## config.mk

```make
export PLATFORM = sky130hd
export DESIGN_NAME = word_assembler
export DESIGN_NICKNAME = d
export VERILOG_FILES = /design/src/rtl/word_assembler.sv
export SDC_FILE = /design/constraint.sdc
export NUM_CORES = 1
export LEC_CHECK = 0
export CORE_ASPECT_RATIO = 0.9
export CORE_MARGIN = 1
export CORE_UTILIZATION = 30
export DETAILED_ROUTE_END_ITERATION = 8
export GPL_TIMING_DRIVEN = 1
export PLACE_DENSITY = 0.66
export SLEW_MARGIN = 10
export SYNTH_ARGS = -nofsm -noshare
export SYNTH_HDL_FRONTEND = slang
export SYNTH_SLANG_ARGS = --single-unit
```

## constraint.sdc

```tcl
create_clock -name clk_i -period 2.9 [get_ports clk_i]
set_input_delay 0.435 -clock clk_i [delete_from_list [all_inputs] [get_ports clk_i]]
set_output_delay 0.435 -clock clk_i [all_outputs]
set_load 0.03 [all_outputs]
```

## src/rtl/word_assembler.sv

```systemverilog
// Assembles four consecutive UART RX bytes MSB-first into a 32-bit word with valid/ready on both sides.
// Optional inter-byte timeout compiled in with WORD_ASSEMBLER_TIMEOUT_EN.
module word_assembler #(
  parameter int TIMEOUT_CYCLES = 1200000
) (
  input  logic        clk_i,
  input  logic        rst_ni,
  input  logic        clear_i,
  input  logic [7:0]  byte_i,
  input  logic        byte_valid_i,
  output logic        byte_ready_o,
  output logic [31:0] word_o,
  output logic        word_valid_o,
  input  logic        word_ready_i,
  output logic [2:0]  byte_count_o,
  output logic        timeout_o
);

  typedef enum logic {COLLECT = 1'b0, HOLD = 1'b1} state_e;

  state_e      state_q, state_d;
  logic [31:0] shift_q, shift_d;
  logic [2:0]  count_q, count_d;
  logic        accept;

  assign accept = (state_q == COLLECT) && byte_valid_i;

`ifdef WORD_ASSEMBLER_TIMEOUT_EN
  localparam int TW = $clog2(TIMEOUT_CYCLES);
  localparam logic [TW-1:0] TMAX = TW'(TIMEOUT_CYCLES - 1);

  logic [TW-1:0] tmr_q, tmr_d;
  logic          timeout_q, timeout_d;
`else
  localparam int timeout_unused = TIMEOUT_CYCLES;
`endif

  always_comb begin
    state_d = state_q;
    shift_d = shift_q;
    count_d = count_q;
`ifdef WORD_ASSEMBLER_TIMEOUT_EN
    tmr_d     = tmr_q;
    timeout_d = 1'b0;
`endif
    // clear wins over everything, including a byte presented the same cycle
    if (clear_i) begin
      state_d = COLLECT;
      count_d = 3'd0;
`ifdef WORD_ASSEMBLER_TIMEOUT_EN
      tmr_d   = '0;
`endif
    end else begin
      case (state_q)
        COLLECT: begin
          if (accept) begin
            shift_d = {shift_q[23:0], byte_i};
            count_d = count_q + 3'd1;
            if (count_q == 3'd3) state_d = HOLD;
`ifdef WORD_ASSEMBLER_TIMEOUT_EN
            tmr_d = '0;
          end else if (count_q != 3'd0) begin
            if (tmr_q == TMAX) begin
              count_d   = 3'd0;
              tmr_d     = '0;
              timeout_d = 1'b1;
            end else begin
              tmr_d = tmr_q + 1'b1;
            end
          end else begin
            tmr_d = '0;
`endif
          end
        end
        HOLD: begin
`ifdef WORD_ASSEMBLER_TIMEOUT_EN
          tmr_d = '0;
`endif
          // shift register keeps stale data; next bytes overwrite it
          if (word_ready_i) begin
            state_d = COLLECT;
            count_d = 3'd0;
          end
        end
        default: state_d = COLLECT;
      endcase
    end
  end

  always_ff @(posedge clk_i or negedge rst_ni) begin
    if (!rst_ni) begin
      state_q <= COLLECT;
      shift_q <= 32'h0;
      count_q <= 3'd0;
    end else begin
      state_q <= state_d;
      shift_q <= shift_d;
      count_q <= count_d;
    end
  end

`ifdef WORD_ASSEMBLER_TIMEOUT_EN
  always_ff @(posedge clk_i or negedge rst_ni) begin
    if (!rst_ni) begin
      tmr_q     <= '0;
      timeout_q <= 1'b0;
    end else begin
      tmr_q     <= tmr_d;
      timeout_q <= timeout_d;
    end
  end
  assign timeout_o = timeout_q;
`else
  assign timeout_o = 1'b0;
`endif

  assign byte_ready_o = (state_q == COLLECT);
  assign word_valid_o = (state_q == HOLD);
  assign word_o       = shift_q;
  assign byte_count_o = count_q;

endmodule
```

==> metrics.log, run 1 <==
INFO  metric run_status = complete, no violations
INFO  metric initial_antenna_violation_count = 0
INFO  metric cts-htree-levels = 2
INFO  metric yosysSeqAreaShare = a little under three fifths
INFO  metric hold_class = in -> async
INFO  metric r2r.worst_path.cells = 3
INFO  metric max-cap-violations = 0
INFO  metric root_buffer = sky130_fd_sc_hd__clkbuf_8
INFO  metric core.rowCount = 24
INFO  metric setup_total_negative_slack = 0 ns
INFO  metric ws_path_type = reg -> out
INFO  metric mostFrequentLayoutCells = sky130_fd_sc_hd__clkdlybuf4s50_1 (48), sky130_fd_sc_hd__dfrtp_1 (36), sky130_fd_sc_hd__mux2_4 (30), sky130_fd_sc_hd__clkbuf_8 (5)
INFO  metric port_buffers = 49
INFO  metric number_of_drc_violations_after_detailed_routing_iteration_0 = 42
INFO  metric clock_skew = between 0.006 and 0.007 ns
INFO  metric drcViolationCount = 0
INFO  metric floorplan.initialDensity = between 30% and 40%
INFO  metric die_wd = just under 80 µm
INFO  metric r2r-start = word_valid_o
INFO  metric drive_above_1_share = 29.5%
INFO  metric path_max_fanout = 6
INFO  metric synth_to_final_area_change = 37.4%
INFO  metric worstPathCellList = inv_1 > clkdlybuf4s50_1
INFO  metric initial_drt_pass_iterations = 4
INFO  metric syn_area = 0.00159 mm²
INFO  metric fp.coreArea = between 0.004 and 0.005 mm²
INFO  metric global_route_wire_length_before_repair = 5110 µm
INFO  metric multi_input_comb_area = ~610 µm²
INFO  metric timing.hold.ws = ~0.23 ns
INFO  metric clock_path_buffers = 2
INFO  metric gr-usage-all-layers = 12.2%
INFO  metric worstPathRequired = approximately 2.5 ns
INFO  metric max-vdd-ir-drop = between 0.3 and 0.4 mV
INFO  metric max_freq = 0.491 GHz
INFO  metric diodes = 0
INFO  metric mappedNetlistNets = between 100 and 150
INFO  metric synthesis.instances = 94
INFO  metric yosysUniqueCellTypes = 20
INFO  metric io_pins = 51
INFO  metric count_of_yosys_warnings_during_synthesis = 0
INFO  metric count_of_filler_cells_inserted_in_the_layout = 485
INFO  metric crit_path_start_kind = flip-flop
INFO  metric setup.worst_path.end_class = output port
INFO  metric cts_resized = 0
INFO  metric setup_viol = 0
INFO  metric tritoncts = built
INFO  metric global_route.overflow_total = 0
INFO  metric yosysTopAreaCellShare = about 57%
INFO  metric most_common_library_cell_in_the_layout_ignoring_fill_and_taps = sky130_fd_sc_hd__clkdlybuf4s50_1
INFO  metric final_period_minus_worst_setup_slack = 2.03 ns
INFO  metric netlist_top_cells_area = sky130_fd_sc_hd__dfrtp_1 (57%), sky130_fd_sc_hd__mux2_4 (28%), sky130_fd_sc_hd__buf_12 (3.8%)
INFO  metric timing_worst_slew_pin_value = ~0.80 ns
INFO  metric clock_insertion_delay_worst_skew = between 0.2 and 0.3 ns
INFO  metric cp_slowest_cell = sky130_fd_sc_hd__clkdlybuf4s50_1
INFO  metric crit_arrival = 1.60 ns
INFO  metric seqCellArea = about 900 µm²
INFO  metric ys_ff_latch = 36
INFO  metric critical_path_buf_inv_count = 2
INFO  metric postCtsHoldBufs = 0
INFO  metric worst_slew_margin_rel = 46.6%
INFO  metric final_nets = between 150 and 200
INFO  metric worst_path_largest_cell_delay = 0.70 ns
INFO  metric crit-reg2reg-capture = word_o[1]
INFO  metric final_hold_vio_count = 0
INFO  metric post_cts_setup_inserts = 0
INFO  metric first_global_vias = 1026
INFO  metric syn_avg_cell_area = between 15 and 20 µm²
INFO  metric chipHeight = between 70 and 80 µm
INFO  metric grt_max_degree = 37
INFO  metric detail_route.wl_per_cell = 14.3 µm
INFO  metric vias = 968
INFO  metric kind_of_cell_with_the_highest_combined_delay_on_the_critical_path = buffers and inverters
INFO  metric fin_crit_sh = between 70% and 80%
INFO  metric antenna_violating_nets_post_route = 0
INFO  metric clkSinkCount = 36
INFO  metric power_leakage = between 0.9 and 1 nW
INFO  metric total_power = ~0.0020 W
INFO  metric regToRegSetupSlack = approximately 1.3 ns
INFO  metric design.die.area = 0.00561 mm²
INFO  metric wl = between 3000 and 4000 µm
INFO  metric synth_area_leader_cell = sky130_fd_sc_hd__dfrtp_1
INFO  metric clock_pin_slew_on_the_worst_setup_and_hold_paths = approximately 0.070 ns
INFO  metric cts_inserted_buffers = 5
INFO  metric grt_setup_unrepaired = false
INFO  metric p_per_area = slightly above 900 mW/mm²
INFO  metric finalMaxSlewViolations = 0
INFO  metric gpl.final_weighted_congestion = 0.659
INFO  metric routed_via_density = 4.59
[registers in the layout, indices dropped and copies added (netlist names)]
register      count
word_o           32
word_valid_o      1
byte_count_o      3
[cell families after synthesis]
family                     share of synthesized area (%)
buffers and inverters                               5.42
other                                              0.235
adders and majority gates                           1.57
AOI/OAI and AO/OA                                   2.04
xor gates and xnor gates                           0.550
and+or+nand+nor                                     3.22
muxes                                               30.4
DFF                                                 56.6
[where the power goes]
group | internal (W) | switching [W] | leakage, nW
registers | 0.000637 | 0.000102 | 0.433
clock network | 0.000255 | 0.000175 | 0.0552
logic | 0.000416 | 0.000395 | 0.483
total | 0.00131 | 0.000672 | 0.971
[worst register-to-register path: cells and delay by family, from the launching register on]
kind	cells	cell delay [ns]
DFF	1	0.45
and+or+nand+nor	2	0.68
muxes	1	0.41
[worst max-delay path by stage]
stage | end | startpoint | cells after the start
after detailed placement | word_o[1] | byte_valid_i | 3
after CTS | byte_ready_o | word_valid_o | 2
after global placement | word_o[1] | clear_i | 4
final | byte_ready_o | word_valid_o | 2
after floorplan | word_o[0] | word_valid_o | 5
after global routing | byte_ready_o | word_valid_o | 2
[Yosys cell counts, drive strengths merged]
cell type  instances
o41ai              1
a31oi              1
dfrtp             36
nand2              3
nor2b              1
conb               1
a21oi              2
xor2               1
nand3b             2
mux2              33
o211ai             1
inv                2
nor2               2
ha                 2
and2               1
buf                5
[through the flow]
| stage | area [µm²] | utilization, % | instances | setup WS, ns |
|---|---|---|---|---|
| CTS | 2190 | 43.9 | 211 | 0.855 |
| global placement | 2080 | 41.7 | 203 | 0.802 |
| global route | 2190 | 43.9 | 211 | 0.802 |
| finish | 2190 | 43.9 | 211 | 0.865 |
| floorplan | 1590 | - | 94 | 1.41 |
| detailed placement | 2080 | 41.7 | 203 | 0.746 |
[routing by layer]
layer / vias to the layer above / global-route usage (%) / wire length, µm
met5: - / 0 / 0
met4: 0 / 8.02 / 93
met2: 46 / 17.6 / 1360
met3: 9 / 3.48 / 211
li1: 425 / - / -
met1: 488 / 15.9 / 1350
[layout make-up]
| type | count | share of cell area (%) |
|---|---|---|
| clock buffers | 6 | 3.32 |
| clock inverters | 2 | 1.60 |
| well taps | 65 | 3.72 |
| inverters | 2 | 0.343 |
| flip-flops and latches | 36 | 41.2 |
| multi-input cells | 51 | 27.7 |
| repair buffers | 49 | 22.2 |
No activity file was read; power rests on OpenSTA's default activity.
==> run 2, diff against run 1 <==
- PLACE_DENSITY: 0.66 -> 0.68
- clock period: 2.9 -> 1.85 ns (I/O delays scaled with it)
==> run 2 against run 1 <==
  * Global-route usage decreased by 0.21 points
  * Largest power group unchanged
  * Highest routed layer unchanged
  * Clock power increased by 20%
  * Largest cell class unchanged
  * Final cell count rose by 0.95%
==> metrics.log, run 2 (synthesized netlist as in run 1, its figures left out) <==
INFO  metric run_status = complete, no violations
INFO  metric max-vdd-ir-drop = 0.591 mV (+80%)
INFO  metric dp_worst_setup_slack = 0.0656 ns (-0.680 ns)
INFO  metric detail_route.wl_per_cell = 14.8 µm (+3.2%)
INFO  metric pnr_worst_setup_slack = 0.113 ns (-0.753 ns)
INFO  metric gpl.final_weighted_congestion = 0.661 (+0.23%)
INFO  metric worst_slew_margin_rel = 47.1% (+0.59 points)
INFO  metric crit-reg2reg-capture = word_o[2]
INFO  metric first_global_vias = 1012 (-1.4%)
INFO  metric r2r.worst_path.cells = 4 (+1)
INFO  metric die_wd = 78.8 µm (unchanged)
INFO  metric global_route_wire_length_before_repair = 5030 µm (-1.6%)
INFO  metric fin_crit_sh = between 90% and 100%
INFO  metric worstPathRequired = 1.57 ns (-0.90 ns)
INFO  metric fp.coreArea = 0.00498 mm² (unchanged)
INFO  metric worst_path_largest_cell_delay = 0.74 ns (+0.04 ns)
INFO  metric number_of_flip_flops_in_the_largest_register = 32 (unchanged)
INFO  metric drcViolationCount = 0 (unchanged)
INFO  metric ws_path_type = reg -> out
INFO  metric synth_to_final_area_change = 38.4%
INFO  metric setup.worst_path.end_class = output port
INFO  metric antenna_violating_nets_post_route = 0 (unchanged)
INFO  metric cts_resized = 1 (+1)
INFO  metric worstPathCellList = clkdlybuf4s50_1
INFO  metric clock_skew = 0.00675 ns (+0.000723 ns)
INFO  metric port_buffers = 49 (unchanged)
INFO  metric wl = 3150 µm (+4.2%)
INFO  metric drive_above_1_share = 30.4% (+0.95 points)
INFO  metric chipHeight = 71.1 µm (unchanged)
INFO  metric number_of_drc_violations_after_detailed_routing_iteration_0 = 32 (-24%)
INFO  metric diodes = 0 (unchanged)
INFO  metric final_period_minus_worst_setup_slack = 1.74 ns
INFO  metric routed_via_density = 4.53 (-1.2%)
INFO  metric hold_class = in -> async
INFO  metric crit_arrival = 1.46 ns (-0.14 ns)
INFO  metric cts-htree-levels = 2 (unchanged)
INFO  metric detailed_place_hpwl = 2200 µm
INFO  metric initial_antenna_violation_count = 0 (unchanged)
INFO  metric post_cts_setup_inserts = 0 (unchanged)
INFO  metric setup_viol = 0 (unchanged)
INFO  metric vias = 965 (-0.31%)
INFO  metric initial_drt_pass_iterations = 4 (unchanged)
INFO  metric clock_pin_slew_on_the_worst_setup_and_hold_paths = 0.07 ns (about the same)
INFO  metric max_freq = ~0.58 GHz
INFO  metric most_common_library_cell_in_the_layout_ignoring_fill_and_taps = sky130_fd_sc_hd__clkdlybuf4s50_1
INFO  metric r2r-start = word_valid_o
INFO  metric global_route.overflow_total = 0 (unchanged)
INFO  metric power_leakage = 0.977 nW (+0.62%)
INFO  metric floorplan.initialDensity = 32.0% (unchanged)
INFO  metric io_pins = 51 (unchanged)
INFO  metric kind_of_cell_with_the_highest_combined_delay_on_the_critical_path = buffers and inverters
INFO  metric final_nets = 163 (+1.9%)
INFO  metric path_max_fanout = 6 (unchanged)
INFO  metric core.rowCount = 24 (unchanged)
INFO  metric timing_worst_slew_pin_value = 0.793 ns (-0.00887 ns)
INFO  metric gr-usage-all-layers = 12.0% (-0.21 points)
INFO  metric critical_path_buf_inv_count = 1 (-1)
INFO  metric final_hold_vio_count = 0 (unchanged)
INFO  metric cts_inserted_buffers = 5 (unchanged)
INFO  metric design.die.area = 0.00561 mm² (unchanged)
INFO  metric crit_path_start_kind = flip-flop
INFO  metric timing.hold.ws = 0.0778 ns (-0.156 ns)
INFO  metric cp_slowest_cell = sky130_fd_sc_hd__clkdlybuf4s50_1
INFO  metric setup_total_negative_slack = 0 ns (unchanged)
INFO  metric clock_insertion_delay_worst_skew = 0.28 ns (about the same)
INFO  metric clock_path_buffers = 2 (unchanged)
INFO  metric regToRegSetupSlack = 0.42 ns (-0.83 ns)
INFO  metric mostFrequentLayoutCells = sky130_fd_sc_hd__clkdlybuf4s50_1 (47), sky130_fd_sc_hd__dfrtp_1 (36), sky130_fd_sc_hd__mux2_4 (30), sky130_fd_sc_hd__clkbuf_8 (5)
INFO  metric p_per_area = 1350 mW/mm² (+49%)
INFO  metric postCtsHoldBufs = 0 (unchanged)
INFO  metric finalMaxSlewViolations = 0 (unchanged)
INFO  metric clkSinkCount = 36 (unchanged)
INFO  metric root_buffer = sky130_fd_sc_hd__clkbuf_8
INFO  metric tritoncts = built
INFO  metric grt_max_degree = 37 (unchanged)
INFO  metric grt_setup_unrepaired = false
INFO  metric max-cap-violations = 0 (unchanged)
-- run 2: changes by cell type in the layout (fill, tap and decap cells not counted) --
cell,change
sky130_fd_sc_hd__buf_12,+2
sky130_fd_sc_hd__buf_4,+1
sky130_fd_sc_hd__bufinv_16,-1
sky130_fd_sc_hd__clkdlybuf4s50_1,-1
sky130_fd_sc_hd__dlygate4sd2_1,+1
-- run 2: final cells by class --
type                    instances  area [µm²]
clock buffers                   6        72.6
clock inverters                 1        5.00
fillers                       472        2780
inverters                       2        7.51
multi-input cells              51         606
flip-flops and latches         36         901
well taps                      65        81.3
repair buffers                 52         532
-- run 2: how the worst max path moves through the flow --
stage / start / end / cells past startpoint
finish: word_valid_o / word_valid_o / 1
global route: word_valid_o / word_valid_o / 1
CTS: word_valid_o / word_valid_o / 1
detailed placement: clear_i / word_o[2] / 5
global placement: clear_i / word_o[2] / 5
floorplan: word_valid_o / word_o[0] / 5
-- run 2: routing by layer --
layer  global-route usage (%)  wire [µm]  vias to the layer above  share of wire [%]
li1                         -          -                      428                  -
met1                     15.6       1430                      481                 46
met2                     17.7       1410                       51                 45
met3                     4.77        261                        5                8.3
met4                     4.94         38                        0                1.2
met5                        0          0                        -                  0
-- run 2: power breakdown --
part / internal, W / switching, W
Sequential: 0.000999 / 0.000167
Combinational: 0.000661 / 0.000629
Clock: 0.000256 / 0.000261
Total: 0.00192 / 0.00106
-- run 2: per-stage QoR --
step | area, µm² | utilization (%) | power, W | cells
floorplan | 1590 | - | 0.00193 | 94
global placement | 2130 | 42.7 | 0.00245 | 206
detailed placement | 2130 | 42.7 | 0.00248 | 206
CTS | 2200 | 44.2 | 0.00301 | 213
global route | 2200 | 44.2 | 0.00311 | 213
finish | 2200 | 44.2 | 0.00297 | 213
==> run 3, diff against run 2 <==
- SETUP_SLACK_MARGIN: unset -> 0.2
==> run 3 against run 2 <==
  * Critical path depth is the same
  * Fmax increased by 9.4%
  * Clock power about the same
  * Cell area grew 2.2%
  * Clock-buffer cell count unchanged
  * Worst hold slack improved by 0.0067 ns
  * Sequential share of layout area shrank 0.88 points
  * Worst setup slack improved by 0.15 ns
  * Highest routed layer unchanged
  * Largest power group unchanged
  * Final cell count is the same
  * Non-clock buffer count did not move
  * Flip-flop and latch count is the same
  * Routed wire length up 1.1%
==> metrics.log, run 3 (synthesized netlist as in run 1, its figures left out) <==
INFO  metric final_nets = 163 (unchanged)
INFO  metric floorplan.initialDensity = 32.0% (unchanged)
INFO  metric mostFrequentLayoutCells = sky130_fd_sc_hd__dfrtp_1 (36), sky130_fd_sc_hd__mux2_4 (30), sky130_fd_sc_hd__dlymetal6s2s_1 (23), sky130_fd_sc_hd__clkdlybuf4s50_1 (17), sky130_fd_sc_hd__dlygate4sd2_1 (8)
INFO  metric clock_skew = 0.00684 ns (+0.0000911 ns)
INFO  metric wl = 3180 µm (+1.1%)
INFO  metric most_common_library_cell_in_the_layout_ignoring_fill_and_taps = sky130_fd_sc_hd__dfrtp_1
INFO  metric final_period_minus_worst_setup_slack = 1.59 ns (-0.150 ns)
INFO  metric drcViolationCount = 0 (unchanged)
INFO  metric run_status = complete, no violations
INFO  metric p_per_area = 1300 mW/mm² (-3.6%)
INFO  metric detailed_place_hpwl = 2200 µm (unchanged)
INFO  metric max_freq = 0.630 GHz (+9.4%)
INFO  metric vias = 953 (-1.2%)
INFO  metric power_leakage = 1.23 nW (+26%)
INFO  metric initial_drt_pass_iterations = 4 (unchanged)
INFO  metric io_pins = 51 (unchanged)
INFO  metric diodes = 0 (unchanged)
INFO  metric finalMaxSlewViolations = 0 (unchanged)
INFO  metric first_global_vias = 1002 (-0.99%)
INFO  metric clock_pin_slew_on_the_worst_setup_and_hold_paths = 0.07 ns (about the same)
INFO  metric core.rowCount = 24 (unchanged)
INFO  metric cp_slowest_cell = sky130_fd_sc_hd__clkdlybuf4s50_1
INFO  metric path_max_fanout = 2 (-4)
INFO  metric max-vdd-ir-drop = 0.581 mV (-1.8%)
INFO  metric number_of_flip_flops_in_the_largest_register = 32 (unchanged)
INFO  metric setup_viol = 0 (unchanged)
INFO  metric crit_arrival = 1.31 ns (-0.15 ns)
INFO  metric worst_slew_margin_rel = 45.9% (-1.3 points)
INFO  metric antenna_violating_nets_post_route = 0 (unchanged)
INFO  metric postCtsHoldBufs = 0 (unchanged)
INFO  metric clock_insertion_delay_worst_skew = 0.28 ns (about the same)
INFO  metric global_route.overflow_total = 0 (unchanged)
INFO  metric synth_to_final_area_change = 41.5%
INFO  metric ws_path_type = reg -> out
INFO  metric number_of_drc_violations_after_detailed_routing_iteration_0 = 52 (+63%)
INFO  metric kind_of_cell_with_the_highest_combined_delay_on_the_critical_path = buffers and inverters
INFO  metric gpl.final_weighted_congestion = 0.661 (unchanged)
INFO  metric hold_class = in -> async
INFO  metric final_hold_vio_count = 0 (unchanged)
INFO  metric post_dp_cell_area = 0.00213 mm² (unchanged)
INFO  metric die_wd = 78.8 µm (unchanged)
INFO  metric grt_setup_unrepaired = false
INFO  metric port_buffers = 49 (unchanged)
INFO  metric fin_crit_sh = 85.8% (-8.1 points)
INFO  metric cts_inserted_buffers = 5 (unchanged)
INFO  metric setup.worst_path.end_class = output port
INFO  metric placed_cells = 206 (unchanged)
INFO  metric chipHeight = 71.1 µm (unchanged)
INFO  metric critical_path_buf_inv_count = 1 (unchanged)
INFO  metric setup_total_negative_slack = 0 ns (unchanged)
INFO  metric drive_above_1_share = 30.4% (unchanged)
INFO  metric worstPathRequired = 1.57 ns (about the same)
INFO  metric crit_path_start_kind = flip-flop
INFO  metric worst_path_largest_cell_delay = 0.67 ns (-0.07 ns)
INFO  metric pnr_worst_setup_slack = 0.262 ns (+0.150 ns)
INFO  metric instances_no_fill = 213 (unchanged)
INFO  metric tritoncts = built
INFO  metric finalInstanceArea = 0.00225 mm² (+2.2%)
INFO  metric dp_worst_setup_slack = 0.0656 ns (unchanged)
INFO  metric max-cap-violations = 0 (unchanged)
INFO  metric initial_antenna_violation_count = 0 (unchanged)
INFO  metric grt_max_degree = 37 (unchanged)
INFO  metric routed_via_density = 4.47 (-1.2%)
INFO  metric worstPathCellList = clkdlybuf4s50_1
INFO  metric clock_path_buffers = 2 (unchanged)
INFO  metric fp.coreArea = 0.00498 mm² (unchanged)
INFO  metric root_buffer = sky130_fd_sc_hd__clkbuf_8
INFO  metric design.die.area = 0.00561 mm² (unchanged)
INFO  metric detail_route.wl_per_cell = 14.9 µm (+1.1%)
INFO  metric clkSinkCount = 36 (unchanged)
INFO  metric global_route_wire_length_before_repair = 5050 µm (+0.40%)
INFO  metric regToRegSetupSlack = 0.42 ns (about the same)
INFO  metric cts-htree-levels = 2 (unchanged)
INFO  metric gr-usage-all-layers = 12.1% (+0.083 points)
INFO  metric timing_worst_slew_pin_value = 0.812 ns (+0.0189 ns)
run 3: cell types whose count changed in the layout (fill, tap and decap cells not counted), sizes merged:
cell	delta
clkdlybuf4s50	-30
dlygate4sd2	+7
dlymetal6s2s	+23
run 3: stage by stage:
step	power, W	util (%)	hold slack [ns]
detailed placement	0.00248	42.7	0.408
global placement	0.00245	42.7	0.391
CTS	0.00299	44.1	0.0983
finish	0.00293	45.2	0.0845
floorplan	0.00193	-	-0.0181
global route	0.00307	45.2	0.144
run 3: final timing paths:
| check | from | to | cells after the start |
|---|---|---|---|
| setup / recovery | word_o[26] | word_o[26] | 1 |
| hold / removal | rst_ni | word_o[6] | 1 |
| setup reg to reg | word_valid_o | word_o[2] | 4 |
| hold reg to reg | word_o[29] | word_o[29] | 1 |
| max in group asynchronous | rst_ni | word_o[13] | 1 |
| min in group clk_i | word_o[29] | word_o[29] | 1 |
run 3: final cells by class:
| cell class | instances | area, µm² |
|---|---|---|
| clock buffer | 6 | 72.6 |
| clock inverter | 1 | 5.00 |
| fill | 464 | 2730 |
| inverter | 2 | 7.51 |
| multi-input combinational | 51 | 606 |
| sequential | 36 | 901 |
| tap | 65 | 81.3 |
| timing repair buffer | 52 | 581 |
run 3: power breakdown:
part,switching [W],internal (W)
Combinational,0.000630,0.000623
Clock,0.000260,0.000256
Sequential,0.000160,0.000999
Total,0.00105,0.00188
run 3: layer usage:
metal	track usage, %	up-vias	wire [µm]
met2	17.5	41	1420
met3	4.77	5	270
met1	16.0	474	1450
li1	-	433	-
met5	0	-	0
met4	4.94	0	38
run 3: repair_timing:
action	CTS	global route
buffers inserted	0	0
setup endpoints to repair	8	23
resized for setup	8	23
pin swaps	0	0
